File: src/rtl/visibility_prefetch.sv
// Sweeps every visibility word out of the correlator blocks after each bank swap,
// using credit-limited pipelined burst reads, and streams them through an 8-deep FIFO.
module visibility_prefetch #(
  parameter int unsigned BLOCK = 24,
  parameter int unsigned ABITS = 10,
  parameter int unsigned UNITS = 6,
  parameter int unsigned WORDS = 96,
  parameter int unsigned FBITS = 3,
  parameter int unsigned DELAY = 3
) (
  input  logic             clk_i,
  input  logic             rst,
  input  logic             switch,
  output logic             cyc_o,
  output logic             stb_o,
  output logic             we_o,
  output logic             bst_o,
  output logic [ABITS-1:0] adr_o,
  input  logic             ack_i,
  input  logic [BLOCK-1:0] dat_i,
  output logic             valid_o,
  input  logic             ready_i,
  output logic [BLOCK-1:0] dat_o,
  output logic             busy_o,
  output logic             done_o,
  output logic             overrun_o
);

  localparam int unsigned      DEPTH     = 1 << FBITS;
  localparam logic [FBITS+1:0] DEPTH_C   = (FBITS+2)'(DEPTH);
  localparam logic [6:0]       LAST_WORD = 7'(WORDS - 1);
  localparam logic [2:0]       LAST_UNIT = 3'(UNITS - 1);

  typedef enum logic [1:0] {IDLE, REQ, DRAIN, GAP} state_t;

  state_t           state, state_nx;
  logic [6:0]       word, word_nx;
  logic [2:0]       unit, unit_nx;
  logic [FBITS:0]   outst, outst_nx;
  logic [FBITS:0]   count, count_nx;
  logic [FBITS+1:0] credit_sum;
  logic [FBITS-1:0] wr_ptr, rd_ptr;
  logic [BLOCK-1:0] mem [DEPTH];
  logic             push, pop;
  logic             stb_nx, cyc_nx, bst_nx, done_nx;

  always_comb begin
    push       = ack_i && cyc_o;
    pop        = valid_o && ready_i;
    outst_nx   = outst + {{FBITS{1'b0}}, stb_o} - {{FBITS{1'b0}}, push};
    count_nx   = count + {{FBITS{1'b0}}, push} - {{FBITS{1'b0}}, pop};
    credit_sum = {1'b0, count_nx} + {1'b0, outst_nx};
    state_nx   = state;
    unit_nx    = unit;
    word_nx    = word + {6'b0, stb_o};
    case (state)
      IDLE:    if (switch) state_nx = REQ;
      REQ:     if (stb_o && word == LAST_WORD) state_nx = DRAIN;
      DRAIN:   if (outst_nx == '0) state_nx = GAP;
      GAP: begin
        word_nx = '0;
        if (unit == LAST_UNIT) begin
          state_nx = IDLE;
          unit_nx  = '0;
        end else begin
          state_nx = REQ;
          unit_nx  = unit + 3'd1;
        end
      end
      default: state_nx = IDLE;
    endcase
    // Outputs are registered, so the strobe decision uses next-cycle credit counts;
    // the first REQ cycle after IDLE never strobes.
    stb_nx  = (state_nx == REQ) && (state != IDLE) && (credit_sum < DEPTH_C);
    cyc_nx  = ((state_nx == REQ) || (state_nx == DRAIN)) && (state != IDLE);
    bst_nx  = stb_nx && (word_nx != LAST_WORD);
    done_nx = (state == DRAIN) && (state_nx == GAP) && (unit == LAST_UNIT);
  end

  always_ff @(posedge clk_i) begin
    if (rst) begin
      state     <= IDLE;
      word      <= '0;
      unit      <= '0;
      outst     <= '0;
      count     <= '0;
      wr_ptr    <= '0;
      rd_ptr    <= '0;
      mem       <= '{default: '0};
      cyc_o     <= 1'b0;
      stb_o     <= 1'b0;
      bst_o     <= 1'b0;
      adr_o     <= '0;
      busy_o    <= 1'b0;
      done_o    <= 1'b0;
      overrun_o <= 1'b0;
    end else begin
      state  <= state_nx;
      word   <= word_nx;
      unit   <= unit_nx;
      outst  <= outst_nx;
      count  <= count_nx;
      cyc_o  <= cyc_nx;
      stb_o  <= stb_nx;
      bst_o  <= bst_nx;
      adr_o  <= ABITS'({unit_nx, word_nx});
      busy_o <= (state_nx != IDLE);
      done_o <= done_nx;
      if (switch && state != IDLE) overrun_o <= 1'b1;
      if (push) begin
        mem[wr_ptr] <= dat_i;
        wr_ptr      <= wr_ptr + FBITS'(1);
      end
      if (pop) rd_ptr <= rd_ptr + FBITS'(1);
    end
  end

  assign we_o    = 1'b0;
  assign valid_o = (count != '0);
  assign dat_o   = mem[rd_ptr];

endmodule

File: config.mk
export PLATFORM = sky130hd
export DESIGN_NAME = visibility_prefetch
export DESIGN_NICKNAME = d
export VERILOG_FILES = /design/src/rtl/visibility_prefetch.sv
export SDC_FILE = /design/constraint.sdc
export NUM_CORES = 1
export LEC_CHECK = 0
export CORE_MARGIN = 1
export CORE_UTILIZATION = 55
export DETAILED_ROUTE_END_ITERATION = 16
export PLACE_DENSITY = 0.76
export SETUP_SLACK_MARGIN = 0.05
export SLEW_MARGIN = 0
export SYNTH_ARGS = -nofsm -noshare
export SYNTH_HDL_FRONTEND = slang
export SYNTH_SLANG_ARGS = --single-unit
File: constraint.sdc
create_clock -name clk_i -period 5.13 [get_ports clk_i]
set_input_delay 1.026 -clock clk_i [delete_from_list [all_inputs] [get_ports clk_i]]
set_output_delay 1.026 -clock clk_i [all_outputs]
set_load 0.02 [all_outputs]
Word-level counts from Yosys, hierarchy flattened:

Index checks and enable logic that the tools add are counted.

* flip-flop bits (word level): 234
* input bits: 29
* output and inout port bits: 42
* logic and storage cells: 77

* add/sub/neg operators: 9
* order comparisons: 4
* equal/unequal tests: 9
* mux-type cells: 14
* bitwise operators: 2
* reduce and logical (&&, ||, !) cells: 17

Operators by type and width (count)
* $bwmux W192: 1
* $bmux W24 S3: 1
* $demux W24 S3: 1
* $mux W24: 3
* $logic_and A1 B1 Y1: 11
* $add A3 B1 Y3 const B: 3
* $add A4 B1 Y4: 2
* $eq A2 B2 Y1 const B: 4
* $ge A4 B4 Y1 const B: 2
* $not A3 Y4: 2
* $pmux W2 S4: 1
* $sub A4 B1 Y4: 2
* $add A7 B1 Y7: 1
* $eq A7 B7 Y1 const B: 1
* $mux W7: 1
* $ne A7 B7 Y1 const B: 1
* $mux W2: 3
* $mux W3: 2
* $add A4 B4 Y5: 1
* $lt A5 B4 Y1 const B: 1
* $eq A2 B1 Y1 const B: 2
* $logic_not A4 Y1: 1
* $lt A4 B1 Y1 const B: 1
* $reduce_bool A2 Y1: 2
* 5 further kinds: 5

Longest topological paths before layout:

* depth in word-level cells: 9
* depth in mapped cells: 15

Worst setup path before layout:

OpenSTA, ideal clock, no wires.

* path type: input to register
* start: input port ack_i
* end: register bst_o
* setup time: 0.081 ns
* arrival time: 3.808 ns
* required time: 5.049 ns
* slack: 1.241 ns
* cell stages on the path: 15
* path through: nand2_1 -> buf_2 -> inv_1 -> ha_1 -> inv_1 -> ha_1 -> fa_1 -> xor2_1 -> or4_1 -> o21ai_0 -> o211a_1 -> ha_1 -> nor4b_1 -> nand3_1 -> a41oi_1

* cells in the longest elaborated chain, start to end: 9
* elaborated cells between the ends (all ways): 13
* those cells by class: 4 x add/sub; 1 x order compare; 1 x eq/ne; 2 x mux; 5 x reduce/logical

Ends and longest elaborated chain
* start: declaration: RTL line 19 `input logic ack_i,`
* $logic_and A1 B1 Y1: RTL line 48 `push = ack_i && cyc_o;`
* net push: RTL line 44 `logic push, pop;`
* $sub A4 B1 Y4: RTL line 50 `outst_nx = outst + {{FBITS{1'b0}}, stb_o} - {{FBITS{1'b0}}, push};`
* net outst_nx[2]: RTL line 39 `logic [FBITS:0] outst, outst_nx;`
* $logic_not A4 Y1: RTL line 59 `DRAIN: if (outst_nx == '0) state_nx = GAP;`
* $mux W2: RTL line 59
* $pmux W2 S4: RTL line 56 `case (state)`
* net state_nx[0]: RTL line 36 `state_t state, state_nx;`
* $eq A2 B1 Y1: RTL line 74 `stb_nx = (state_nx == REQ) && (state != IDLE) && (credit_sum < DEPTH_C);`
* $logic_and A1 B1 Y1 (2 in series): RTL line 74
* $logic_and A1 B1 Y1: RTL line 76 `bst_nx = stb_nx && (word_nx != LAST_WORD);`
* end signal: assignment: RTL line 105 `bst_o <= bst_nx;`
* end: declaration: RTL line 17 `output logic bst_o,`

The timed path passes the listed nets, and every way through them passes these cells.
A chain may end at the register's enable or synchronous reset.

Worst setup path in the final report:

* start: register rd_ptr[1]
* end: output port dat_o[0]

* cells in the longest elaborated chain, start to end: 4

Ends and longest elaborated chain
* start: declaration: RTL line 42 `logic [FBITS-1:0] wr_ptr, rd_ptr;`
* start signal: assignment: RTL line 114 `if (pop) rd_ptr <= rd_ptr + FBITS'(1);`
* $not A3 Y4 (not written as such): RTL line 120 `assign dat_o = mem[rd_ptr];`
* $bmux W24 S3: RTL line 120
* $mux W24 (not written as such) (2 in series): RTL line 120
* end: declaration: RTL line 23 `output logic [BLOCK-1:0] dat_o,`

Every way passes these cells. The select of a mux whose other input is x is not followed.

==> flow_summary_export.csv <==
group,metric,value,unit
placed_design,placedCellCount,1341,
synth,syn_area,0.00986,sq mm
routing,post_drt_wl_per_cell,17.9,um
routing,routed_wl,24800,um
clock_network,cts_resized,0,
floorplanning,num_rows,48,
critical_path,cp.arrival,3.05,ns
routing,first_iter_violations,563,
sta,final-setup-viol-count,0,
synth,synth_enable_flop_cells,0,
critical_path,critical_path_class,"reg2out",
routing,vias,7959,
power,p_per_area,379,mW/mm^2
cells_and_area,area_growth,14.5,%
worst_hold_path,hold_class,"reg2reg",
synth,synth_cells,1141,
sta,slew_headroom,18.0,%
synth,yosysTopAreaCellShare,45.5,%
floorplanning,start_util,56.6,%
floorplanning,die_x,136,um
synth,synth_fp_nets,1191,
cells_and_area,design_area,0.0113,sq mm
placed_design,place_area,0.0105,sq mm
synth,yosysWarningCount,0,
synth,synth_flop_cell,"dfxtp_1",
clock_network,clk-insertion-delay-late,0.53,ns
sta,final-hold-violation-count,0,
clock_network,cts-root-buf,"clkbuf_16",
critical_path,critPathRequiredTime,4.10,ns
global_route,grt_pass1_vias,7669,
clock_network,cts_sinks,224,
clock_network,postCtsSetupBuffers,0,
floorplanning,core-area,0.0174,sq mm
job,cap_violations,0,
cells_and_area,drive_gt1_share,12.1,%
global_route,grt_antenna_before_repair,0,
cells_and_area,final_cell_mix,"nand2_1, dfxtp_1, a21oi_1",
critical_path,rrSetupSlack,1.88,ns
global_route,overflow,0,
placed_design,port_buffers,69,
routing,firstDrtPassIters,5,
sta,min_period,4.07,ns
clock_network,clockBufferDepth,3,
power,vdd_ir_drop_max,0.258,mV
clock_network,clk_pin_slew,0.06,ns
synth,synthArstFlopShare,0,%
clock_network,cts_tree,"built",
sta,drv_slew,0,
run_status,status,"finished clean",
synth,syn_avg_cell_area,8.64,sq um
floorplanning,fp.dieH,136,um
synth,synth_seq_cells,224,
routing,postRouteAntennaNets,0,
clock_network,holdBufCountCts,0,
cells_and_area,fillCellCount,1428,
sta,finalClockSkew,0.0251,ns
placed_design,dp_hpwl,14200,um
placed_design,gp_congestion,0.793,
cells_and_area,n_antenna_cell,0,
cells_and_area,layout_commonest_cell,"nand2_1",
global_route,grt_max_degree,141,
sta,rsz0062_at_grt,"false",
global_route,grtUsageTotal,27.2,%
sta,max_freq,246,MHz
routing,drc,0,
routing,drt-vias-per-instance,5.75,
floorplanning,ioPinCount,71,
cells_and_area,finalNetCount,1192,
synth,ys_types,45,
floorplanning,die_area,0.0185,sq mm
sta,totalNegativeSetupSlack,0,ns
sta,worst_slew_pin_slew,1.23,ns
clock_network,cts_buffers,24,
critical_path,path_max_fanout,32,
global_route,grt_pass1_wl,39200,um
sta,hold_slack,0.450,ns
cells_and_area,layout.cells.non_filler,1385,
synth,seq_area_frac_synth,45.5,%
sta,fin_crit_sh,79.4,%
critical_path,cp-start-kind,"register",
synth,synth.top_cells.by_area,"dfxtp_1, nand2_1, mux4_2",
synth,yosysTopAreaCell,"dfxtp_1",
power,p_leak,0.00378,uW
critical_path,setup.worst_path.end_class,"output port",
clock_network,cts_max_level,1,
==> per-stage QoR <==
step / utilization [%] / setup slack, ns / power (uW)
3_3_place_gp: 60.2 / 0.827 / 2590
3_5_place_dp: 60.2 / 0.758 / 2600
6_report: 64.8 / 1.06 / 4280
5_1_grt: 64.8 / 0.990 / 4450
2_1_floorplan: - / 1.24 / 2420
4_1_cts: 64.8 / 1.06 / 4310
==> worst max-delay path, cell delays in order, from the launching register on <==
cell	delay (ns)
dfxtp_2	0.67
buf_4	0.56
mux4_2	0.41
mux2_2	0.30
clkdlybuf4s50_1	0.57
==> state kept, by name, indices dropped and copies added, names as in the netlist <==
name       flops
adr_o         10
bst_o          1
busy_o         1
count          4
cyc_o          1
done_o         1
mem          192
outst          4
overrun_o      1
rd_ptr         3
state          2
stb_o          1
wr_ptr         3
==> final timing paths <==
| kind | from | to | cells after the start |
|---|---|---|---|
| max | rd_ptr[1] | dat_o[0] | 4 |
| min reg2reg | mem[103] | mem[103] | 2 |
| max reg2reg | cyc_o | bst_o | 14 |
| min | mem[103] | mem[103] | 2 |
==> layout make-up <==
| class | instances | area (sq um) | share of cell area (%) |
|---|---|---|---|
| inverter | 18 | 67.6 | 0.599 |
| clock buffer | 37 | 721 | 6.38 |
| multi-input combinational | 789 | 4830 | 42.8 |
| sequential | 224 | 4490 | 39.8 |
| timing repair buffer | 85 | 825 | 7.30 |
| clock inverter | 7 | 78.8 | 0.698 |
| tap | 225 | 282 | 2.49 |
==> per-layer routing <==
layer | part of all wire [%] | track usage (%) | vias to the layer above
met2 | 50 | 46.7 | 256
met3 | 5.7 | 3.88 | 53
met4 | 2.4 | 8.33 | 0
li1 | - | - | 3796
met5 | 0 | 0 | -
met1 | 42 | 35.5 | 3854
==> synth_stat cells, types with 3 or more instances <==
cell / n
a21boi_0: 3
a21oi_1: 202
buf_2: 59
clkbuf_1: 42
clkbuf_2: 4
dfxtp_1: 224
ha_1: 19
inv_1: 18
mux2_2: 24
mux4_2: 48
nand2_1: 391
nand2b_1: 3
nand3_1: 9
nor2_1: 21
nor2b_1: 8
nor3_2: 4
nor3b_1: 5
nor4_1: 3
o211a_1: 3
or3_1: 5
xnor2_1: 4
xor2_1: 8
==> power breakdown <==
group	internal, uW	total (uW)	switching [uW]
combinational	329	646	317
clock	1020	1730	705
sequential	1790	1910	118
total	3140	4280	1140
==> logic make-up after synthesis <==
| family | synth area share [%] |
|---|---|
| flops | 45.5 |
| xor+xnor | 1.07 |
| fa+ha+maj | 2.82 |
| mux | 13.9 |
| compound gates | 11.2 |
| simple gates | 19.6 |
| buf+inv | 5.87 |
| other cells | 0.0380 |
Power figures use the tool's default switching activity.
